`config.mk`:
```
export PLATFORM = sky130hd
export DESIGN_NAME = hv_fault_mgr_flat
export DESIGN_NICKNAME = d
export VERILOG_FILES = /design/src/rtl/hv_fault_mgr_if.sv /design/src/rtl/hv_fault_mgr.sv /design/src/flat_wrapper.sv
export SDC_FILE = /design/constraint.sdc
export NUM_CORES = 1
export LEC_CHECK = 0
export ABC_CLOCK_PERIOD_IN_PS = 3200
export CAP_MARGIN = 20
export CELL_PAD_IN_SITES_DETAIL_PLACEMENT = 0
export CELL_PAD_IN_SITES_GLOBAL_PLACEMENT = 1
export CORE_ASPECT_RATIO = 2
export CORE_UTILIZATION = 43
export DETAILED_ROUTE_END_ITERATION = 16
export PLACE_DENSITY_LB_ADDON = 0.1
export SKIP_LAST_GASP = 1
export SYNTH_ARGS = -nofsm -noshare
export SYNTH_HDL_FRONTEND = slang
export SYNTH_SLANG_ARGS = --single-unit
```
`constraint.sdc`:
```
create_clock -name i_clk -period 3.2 [get_ports i_clk]
set_clock_uncertainty 0.15 [all_clocks]
set_input_delay 0.64 -clock i_clk [delete_from_list [all_inputs] [get_ports i_clk]]
set_output_delay 0.64 -clock i_clk [all_outputs]
set_load 0.01 [all_outputs]
```
`src/rtl/hv_fault_mgr_if.sv`:
```
// rtl/hv_fault_mgr_if.sv - fault manager control/status bundle with host and device modports
interface hv_fault_mgr_if #(
  parameter int ERR_NUM = 8,
  parameter int DBNC_W  = 4,
  parameter int RCVR_W  = 8,
  parameter int RETRY_W = 3
);
  logic               i_pwr_on;
  logic [ERR_NUM-1:0] i_err_raw;
  logic [ERR_NUM-1:0] i_err_mask;
  logic [ERR_NUM-1:0] i_err_kill;
  logic [DBNC_W-1:0]  i_dbnc_th;
  logic [RCVR_W-1:0]  i_rcvr_dly;
  logic [RETRY_W-1:0] i_retry_max;
  logic               i_err_clr;
  logic [ERR_NUM-1:0] o_err_flt;
  logic [ERR_NUM-1:0] o_err_sts;
  logic               o_pwm_en;
  logic               o_intb_n;
  logic [RETRY_W-1:0] o_retry_cnt;
  logic               o_lock;
  logic [2:0]         o_fsm_st;

  modport master (
    output i_pwr_on, i_err_raw, i_err_mask, i_err_kill, i_dbnc_th,
           i_rcvr_dly, i_retry_max, i_err_clr,
    input  o_err_flt, o_err_sts, o_pwm_en, o_intb_n, o_retry_cnt,
           o_lock, o_fsm_st
  );

  modport slave (
    input  i_pwr_on, i_err_raw, i_err_mask, i_err_kill, i_dbnc_th,
           i_rcvr_dly, i_retry_max, i_err_clr,
    output o_err_flt, o_err_sts, o_pwm_en, o_intb_n, o_retry_cnt,
           o_lock, o_fsm_st
  );
endinterface

```
`src/rtl/hv_fault_mgr.sv`:
```
// rtl/hv_fault_mgr.sv - debounced multi-channel HV fault manager; HV_FAULT_LOCK_EN enables retry lock
module hv_fault_mgr #(
  parameter int ERR_NUM = 8,
  parameter int DBNC_W  = 4,
  parameter int RCVR_W  = 8,
  parameter int RETRY_W = 3
) (
  input logic          i_clk,
  input logic          i_rst_n,
  hv_fault_mgr_if.slave bus
);

  typedef enum logic [2:0] {
    PWR_DWN_ST = 3'd0,
    NML_ST     = 3'd1,
    FAULT_ST   = 3'd2,
    RCVR_ST    = 3'd3,
    LOCK_ST    = 3'd4
  } state_t;

  state_t             state;
  state_t             nxt;
  logic [DBNC_W-1:0]  dbnc_cnt [ERR_NUM];
  logic [ERR_NUM-1:0] eff;
  logic [ERR_NUM-1:0] flt;
  logic [ERR_NUM-1:0] sts;
  logic [ERR_NUM-1:0] sts_nxt;
  logic [RCVR_W-1:0]  tmr;
  logic [RETRY_W-1:0] retry_cnt;
  logic               any_flt;
  logic               kill_flt;
  logic               enter_rcvr;
  logic               pwm_en;
  logic               intb_n;
  logic               lock;

  assign eff      = bus.i_err_raw & ~bus.i_err_mask;
  assign any_flt  = |flt;
  assign kill_flt = |(flt & bus.i_err_kill);
  // a fault present in the same cycle as a clear keeps its status bit
  assign sts_nxt  = (sts & ~({ERR_NUM{bus.i_err_clr}} & ~flt)) | flt;

  // per-channel debounce: count while effective, declare fault at threshold
  always_ff @(posedge i_clk or negedge i_rst_n) begin
    if (!i_rst_n) begin
      for (int i = 0; i < ERR_NUM; i++) dbnc_cnt[i] <= '0;
      flt <= '0;
    end else begin
      for (int i = 0; i < ERR_NUM; i++) begin
        if (!eff[i]) begin
          dbnc_cnt[i] <= '0;
          flt[i]      <= 1'b0;
        end else if (dbnc_cnt[i] >= bus.i_dbnc_th) begin
          flt[i]      <= 1'b1;
        end else begin
          dbnc_cnt[i] <= dbnc_cnt[i] + 1'b1;
        end
      end
    end
  end

  // sticky status register
  always_ff @(posedge i_clk or negedge i_rst_n) begin
    if (!i_rst_n) sts <= '0;
    else          sts <= sts_nxt;
  end

  // state register
  always_ff @(posedge i_clk or negedge i_rst_n) begin
    if (!i_rst_n) state <= PWR_DWN_ST;
    else          state <= nxt;
  end

  // next-state logic; supply loss overrides everything
  always_comb begin
    nxt        = state;
    enter_rcvr = 1'b0;
    if (!bus.i_pwr_on) begin
      nxt = PWR_DWN_ST;
    end else begin
      case (state)
        PWR_DWN_ST: nxt = NML_ST;
        NML_ST:     if (any_flt) nxt = FAULT_ST;
        FAULT_ST: begin
          if (!any_flt) begin
`ifdef HV_FAULT_LOCK_EN
            if (retry_cnt >= bus.i_retry_max) begin
              nxt = LOCK_ST;
            end else begin
              nxt        = RCVR_ST;
              enter_rcvr = 1'b1;
            end
`else
            nxt        = RCVR_ST;
            enter_rcvr = 1'b1;
`endif
          end
        end
        RCVR_ST: begin
          if (any_flt)       nxt = FAULT_ST;
          else if (tmr == '0) nxt = NML_ST;
        end
`ifdef HV_FAULT_LOCK_EN
        LOCK_ST:    if (bus.i_err_clr && !any_flt) nxt = NML_ST;
`endif
        default:    nxt = PWR_DWN_ST;
      endcase
    end
  end

`ifndef HV_FAULT_LOCK_EN
  logic unused_retry_max;
  assign unused_retry_max = ^bus.i_retry_max;
`endif

  // recovery timer: loaded on entry, counts down while waiting
  always_ff @(posedge i_clk or negedge i_rst_n) begin
    if (!i_rst_n)                                         tmr <= '0;
    else if (enter_rcvr)                                  tmr <= bus.i_rcvr_dly;
    else if (state == RCVR_ST && nxt == RCVR_ST && tmr != '0) tmr <= tmr - 1'b1;
  end

  // retry counter: clear beats increment, saturates at all-ones
  always_ff @(posedge i_clk or negedge i_rst_n) begin
    if (!i_rst_n)
      retry_cnt <= '0;
    else if (nxt == PWR_DWN_ST || state == PWR_DWN_ST || bus.i_err_clr)
      retry_cnt <= '0;
    else if (enter_rcvr && retry_cnt != {RETRY_W{1'b1}})
      retry_cnt <= retry_cnt + 1'b1;
  end

  // outputs registered from next state so they line up with o_fsm_st
  always_ff @(posedge i_clk or negedge i_rst_n) begin
    if (!i_rst_n) begin
      pwm_en <= 1'b0;
      intb_n <= 1'b1;
      lock   <= 1'b0;
    end else begin
      pwm_en <= (nxt == NML_ST) || (nxt == FAULT_ST && !kill_flt);
      intb_n <= !((nxt == PWR_DWN_ST) || (nxt == FAULT_ST) ||
                  (nxt == LOCK_ST) || (|sts_nxt));
`ifdef HV_FAULT_LOCK_EN
      lock   <= (nxt == LOCK_ST);
`else
      lock   <= 1'b0;
`endif
    end
  end

  assign bus.o_err_flt   = flt;
  assign bus.o_err_sts   = sts;
  assign bus.o_pwm_en    = pwm_en;
  assign bus.o_intb_n    = intb_n;
  assign bus.o_retry_cnt = retry_cnt;
  assign bus.o_lock      = lock;
  assign bus.o_fsm_st    = state;

endmodule
```
`src/flat_wrapper.sv`:
```
// flat-port wrapper written by rule: the top's interface ports become plain ports
module hv_fault_mgr_flat 
#(
  parameter int ERR_NUM = 8,
  parameter int DBNC_W  = 4,
  parameter int RCVR_W  = 8,
  parameter int RETRY_W = 3
)
  (i_clk, i_rst_n, bus_i_pwr_on, bus_i_err_raw, bus_i_err_mask, bus_i_err_kill, bus_i_dbnc_th, bus_i_rcvr_dly, bus_i_retry_max, bus_i_err_clr, bus_o_err_flt, bus_o_err_sts, bus_o_pwm_en, bus_o_intb_n, bus_o_retry_cnt, bus_o_lock, bus_o_fsm_st);
  hv_fault_mgr_if #(.ERR_NUM(ERR_NUM), .DBNC_W(DBNC_W), .RCVR_W(RCVR_W), .RETRY_W(RETRY_W)) bus_i ();
  input logic i_clk;
  input logic i_rst_n;
  input wire logic [$bits(bus_i.i_pwr_on)-1:0] bus_i_pwr_on;
  input wire logic [$bits(bus_i.i_err_raw)-1:0] bus_i_err_raw;
  input wire logic [$bits(bus_i.i_err_mask)-1:0] bus_i_err_mask;
  input wire logic [$bits(bus_i.i_err_kill)-1:0] bus_i_err_kill;
  input wire logic [$bits(bus_i.i_dbnc_th)-1:0] bus_i_dbnc_th;
  input wire logic [$bits(bus_i.i_rcvr_dly)-1:0] bus_i_rcvr_dly;
  input wire logic [$bits(bus_i.i_retry_max)-1:0] bus_i_retry_max;
  input wire logic [$bits(bus_i.i_err_clr)-1:0] bus_i_err_clr;
  output wire logic [$bits(bus_i.o_err_flt)-1:0] bus_o_err_flt;
  output wire logic [$bits(bus_i.o_err_sts)-1:0] bus_o_err_sts;
  output wire logic [$bits(bus_i.o_pwm_en)-1:0] bus_o_pwm_en;
  output wire logic [$bits(bus_i.o_intb_n)-1:0] bus_o_intb_n;
  output wire logic [$bits(bus_i.o_retry_cnt)-1:0] bus_o_retry_cnt;
  output wire logic [$bits(bus_i.o_lock)-1:0] bus_o_lock;
  output wire logic [$bits(bus_i.o_fsm_st)-1:0] bus_o_fsm_st;
  assign bus_i.i_pwr_on = bus_i_pwr_on;
  assign bus_i.i_err_raw = bus_i_err_raw;
  assign bus_i.i_err_mask = bus_i_err_mask;
  assign bus_i.i_err_kill = bus_i_err_kill;
  assign bus_i.i_dbnc_th = bus_i_dbnc_th;
  assign bus_i.i_rcvr_dly = bus_i_rcvr_dly;
  assign bus_i.i_retry_max = bus_i_retry_max;
  assign bus_i.i_err_clr = bus_i_err_clr;
  assign bus_o_err_flt = bus_i.o_err_flt;
  assign bus_o_err_sts = bus_i.o_err_sts;
  assign bus_o_pwm_en = bus_i.o_pwm_en;
  assign bus_o_intb_n = bus_i.o_intb_n;
  assign bus_o_retry_cnt = bus_i.o_retry_cnt;
  assign bus_o_lock = bus_i.o_lock;
  assign bus_o_fsm_st = bus_i.o_fsm_st;
  hv_fault_mgr #(.ERR_NUM(ERR_NUM), .DBNC_W(DBNC_W), .RCVR_W(RCVR_W), .RETRY_W(RETRY_W)) u_core (.i_clk(i_clk), .i_rst_n(i_rst_n), .bus(bus_i));
endmodule
```
# Yosys cells after proc, flatten, opt, wreduce, memory -nomap -nowiden
# Cells that the tools add are included.
# totals
register_bits	64
input_bits	43
out_inout_bits	25
elab_cells	138
# op_classes
n_addsub	10
order_cmp	8
n_eq_ne	24
n_mux	45
bitwise_logic	8
n_reduce_logical	21
# op_table
operator	count
4-bit 2-to-1 mux	16
4-bit by 1-bit adder with 4-bit output, second input constant	8
8-bit AND	4
4-bit >= comparator	8
2-bit inequality test, second input constant	16
8-bit inverter	3
8-bit OR reduction	3
3-bit 2-to-1 mux	7
1-bit 2-to-1 mux	19
8-bit 2-to-1 mux	2
3-bit by 2-bit == test with 1-bit output, second input constant	4
3-bit case mux with 4 select lines	1
8-bit logical NOT	1
8-bit bitwise OR	1
8-bit nonzero test	1
8-bit by 1-bit subtractor with 8-bit output, second input constant	1
3-bit by 1-bit == test with 1-bit output, second input constant	2
3-bit logical NOT	2
1-bit logical OR	6
1-bit logical AND	4
2-bit nonzero test	2
3-bit by 1-bit adder with 3-bit output, second input constant	1
3-bit == test, second input constant	1
3-bit inequality test, second input constant	1
1-bit logical NOT	2

# Logic depth before layout (Yosys ltp)
# logic_depth
word_depth	10
ltp_mapped	7
depth_no_buf	7

# Least setup slack after synthesis
# Ideal clock, no wire load.
# synth_timing
path_type	in2reg
startpoint	input bus_i_dbnc_th[1]
endpoint	register u_core.dbnc_cnt[10] in the netlist's numbering
setup_time_ns	0.122
t_arrival_ns	2.050
required_ns	2.928
path_slack_ns	0.878
path_stages	6
path_buffers	0
cell_sequence	inv_1 -> ha_1 -> a2111oi_0 -> o21ai_0 -> xor2_1 -> nor2_1
# synth_via
elab_chain_len	2
# synth_rtl
item	line	text
from (decl)	flat_wrapper.sv:17	input wire logic [$bits(bus_i.i_dbnc_th)-1:0] bus_i_dbnc_th;
4-bit >= comparator	hv_fault_mgr.sv:53	end else if (dbnc_cnt[i] >= bus.i_dbnc_th) begin
2-bit inequality test (no line)	-	
to (signal, indexed assignment)	hv_fault_mgr.sv:56	dbnc_cnt[i] <= dbnc_cnt[i] + 1'b1;
to (decl)	hv_fault_mgr.sv:23	logic [DBNC_W-1:0] dbnc_cnt [ERR_NUM];
# No other way between the ends.
# A chain may end at the register's enable or synchronous reset.

# Final worst setup path
# layout_timing
startpoint	input bus_i_dbnc_th[0]
endpoint	register u_core.dbnc_cnt[3] in the netlist's numbering
# The elaborated chain is that of the path after synthesis.

==> impl_results.md <==
- Initial antenna violation count: 0
- Total Neg Setup Slack: 0 ns
- Leakage power: ~0.0022 uW
- Worst-margin pin slew: about 0.51 ns
- Final hold violation count: 0
- Dominant cells by area after synthesis: dfrtp_1 (43%), ha_1 (15%), nor2_1 (6.2%)
- CTS clk-pin slew, worst paths: ~0.060 ns
- Pin count of the biggest net entering global routing: 45
- Post-CTS setup buffers: 0
- IO Port Bufs: between 60 and 70
- Vias per cell: approximately 5.3
- Top cell type's share of synthesized area: 0.4334
- Critical path fanouts, max: 7
- Gates resized, CTS repair: 0
- Relative slew slack: 0.6573
- Max-cap viol count: 0
- Dpl ws: 0.1279 ns
- Status: finished, final reports clean
- Clock power frac: 0.449
- Dominant cell type by area after synthesis: dfrtp_1
- Nets: 543
- Vias in the first global route: ~3000
- Dpl cells: between 500 and 600
- Final wirelength: roughly 8300 microns
- Vias: just under 3000
- Slew Viols, Final: 0
- Setup Viol. Count Final: 0
- Startpoint Class: primary input
- Fin crit period: about 2.8 ns
- GRT Total Usage: 0.2153
- Core footprint: slightly above 8000 sq um
- Yosys reg bits: between 60 and 70
- Power Dens Cells: 490.1 nW/um^2
- Boundary Pins: approximately 70
- Worst Hold Class: primary input to asynchronous set/reset pin
- Antenna-violating nets left: 0
- Critical path arrival: 2.86 ns
- DIE AREA: between 8000 and 9000 sq um
- Area grow syn2layout: 32.40%
- Post-synthesis sequential area ratio: 0.4407
- Int Power: around 1700 uW
- Clock Root Buffer: clkbuf_16
- H-tree levels: 3
- Commonest non-fill, non-tap cell in the layout: dfrtp_1
- Cell area after synthesis: between 3000 and 4000 sq um
- Chip height: 132.1 microns
- CP Capture Type: flip-flop
- Final Core Density: 0.5850
- Clk Latency, worst-skew pair: about 0.34 ns
- Primary FF master, synth: dfrtp_1
- Clock Path Buffers: 2
- DR WL/cell: between 10 and 15 microns
- Final worst setup slack: 0.4094 ns
- N_diodes: 0
- Post-synthesis cell count: between 300 and 400
- Drt pass-1 iters: 6
- Psw: 614.5 uW
- Starting Density: 0.4418
- Asr flop ratio synth: 1.000
- Syn Area/Cell: between 9 and 10 sq um
- GPL Wtd Cong: ~0.85
- Fmax: between 300 and 400 MHz
- # clock sinks: 64
- Chip width: roughly 67 microns
- Number of cell rows: 47
- Post-route DRC violation count: 0
- Final std cells w/o fill: between 500 and 600
- Commonest cells after routing, fill and taps aside: dfrtp_1 (63), clkdlybuf4s50_1 (62), nor2_1 (60), ha_1 (43), o21ai_0 (30)
- Switching Fraction: 0.2603
- Post-CTS Hold Buffers: 0
- Total gr overflow: 0
- Detailed Route Iter0 Violations: 120
- RSZ-0062 raised after global routing: false
- VDD IR-drop max: roughly 0.29 mV
- Sequential Power Share: 0.391
- Critical Path RT: ~3.3 ns
- Worst Reg2Reg Path Length in Cells: 5
- Post-synth cell types: 39
- CP Class: primary input to flip-flop
- DP Wirelength: about 6400 microns
- Fraction of layout cells with a size suffix above 1: 0.09957
- CTS tree: done
- First-pass GRT wire length: 14060 microns
- Cts bufs inserted: 9
- Combinational cell fraction of total power: 0.161
- Post-synth EDFFs: 0
- Period utilisation layout: 0.8720
- Ys Warns: 0
## cell usage after synthesis (6+ instances only)
cell,count
a21o_1,8
nor3_1,11
nor2_1,60
ha_1,43
inv_1,20
or3_1,7
or2_2,6
nand2b_1,14
dfrtp_1,63
a21oi_1,17
xor2_1,11
nand2_1,13
o21ai_0,30
xnor2_1,15
## cell type report
| class | instances | area (sq um) |
|---|---|---|
| flip-flops and latches | 64 | 1603 |
| repair buffers | 77 | 743.2 |
| well taps | 98 | 122.6 |
| inverters | 21 | 78.83 |
| clock buffers | 9 | 225.2 |
| multi-input cells | 284 | 1947 |
| clock inverters | 7 | 96.34 |
| fillers | 775 | 3417 |
## through the flow
step | area [sq um] | hold WS [ns] | power (uW)
global route | 4816 | 0.05645 | 2474
CTS | 4796 | 0.3517 | 2382
floorplan | 3641 | 0.1944 | 1143
detailed placement | 4474 | 0.3400 | 1317
finish | 4816 | 0.04444 | 2360
global placement | 4474 | 0.3351 | 1303
## layer usage
layer	vias up	wire length (microns)	global-route usage	part of all wire
met5	-	0	0	0
met4	0	164	0.08983	0.020
met3	9	482	0.06055	0.058
met2	72	4303	0.3622	0.52
met1	1410	3321	0.2461	0.40
li1	1472	-	-	-
## kinds of logic after synthesis
group,Yosys count,synth area share
AO/OA/AOI/OAI,70,0.1207
XOR/XNOR,26,0.06261
adder cells (fa/ha/maj),43,0.1479
buffers and inverters,23,0.02511
flip-flops,64,0.4407
multiplexers,7,0.02098
other,1,0.001031
AND/OR/NAND/NOR,136,0.1809
## registers in the layout, summed over array words and instances (netlist names)
register,flops
u_core.bus.o_err_sts,8
u_core.bus.o_retry_cnt,3
u_core.tmr,8
u_core.bus.o_intb_n,1
u_core.bus.o_fsm_st,3
u_core.bus.o_pwm_en,1
u_core.dbnc_cnt,32
u_core.bus.o_err_flt,8
## worst paths after layout
path,startpoint,endpoint,slack [ns]
max in group asynchronous,i_rst_n,u_core.bus.o_intb_n$_DFF_PN1_,2.30
min in group i_clk,u_core.bus.o_err_sts[0]$_DFF_PN0_,u_core.bus.o_err_sts[0]$_DFF_PN0_,0.35
max,bus_i_dbnc_th[0],u_core.dbnc_cnt[3]$_DFFE_PN0P_,0.41
min,i_rst_n,u_core.tmr[1]$_DFFE_PN0P_,0.04
max reg2reg,u_core.tmr[4]$_DFFE_PN0P_,u_core.tmr[7]$_DFFE_PN0P_,0.92
min reg2reg,u_core.bus.o_err_sts[0]$_DFF_PN0_,u_core.bus.o_err_sts[0]$_DFF_PN0_,0.35
## worst max-delay path, stage by stage
cell and delay [ns]:
clkdlybuf4s50_1 0.73, ha_1 0.31, nand2b_1 0.15, a2111oi_0 0.49
buf_4 0.21, o21ai_0 0.11, xor2_1 0.16, nor2_1 0.05
## power by group through the flow
stage | logic (uW) | registers [uW] | clock network (uW)
6_report | 380 | 922 | 1060
3_3_place_gp | 369 | 934 | 0
4_1_cts | 384 | 922 | 1080
2_1_floorplan | 216 | 927 | 0
5_1_grt | 429 | 930 | 1110
3_5_place_dp | 381 | 936 | 0
Note: power is estimated with default switching activity, not from simulation.
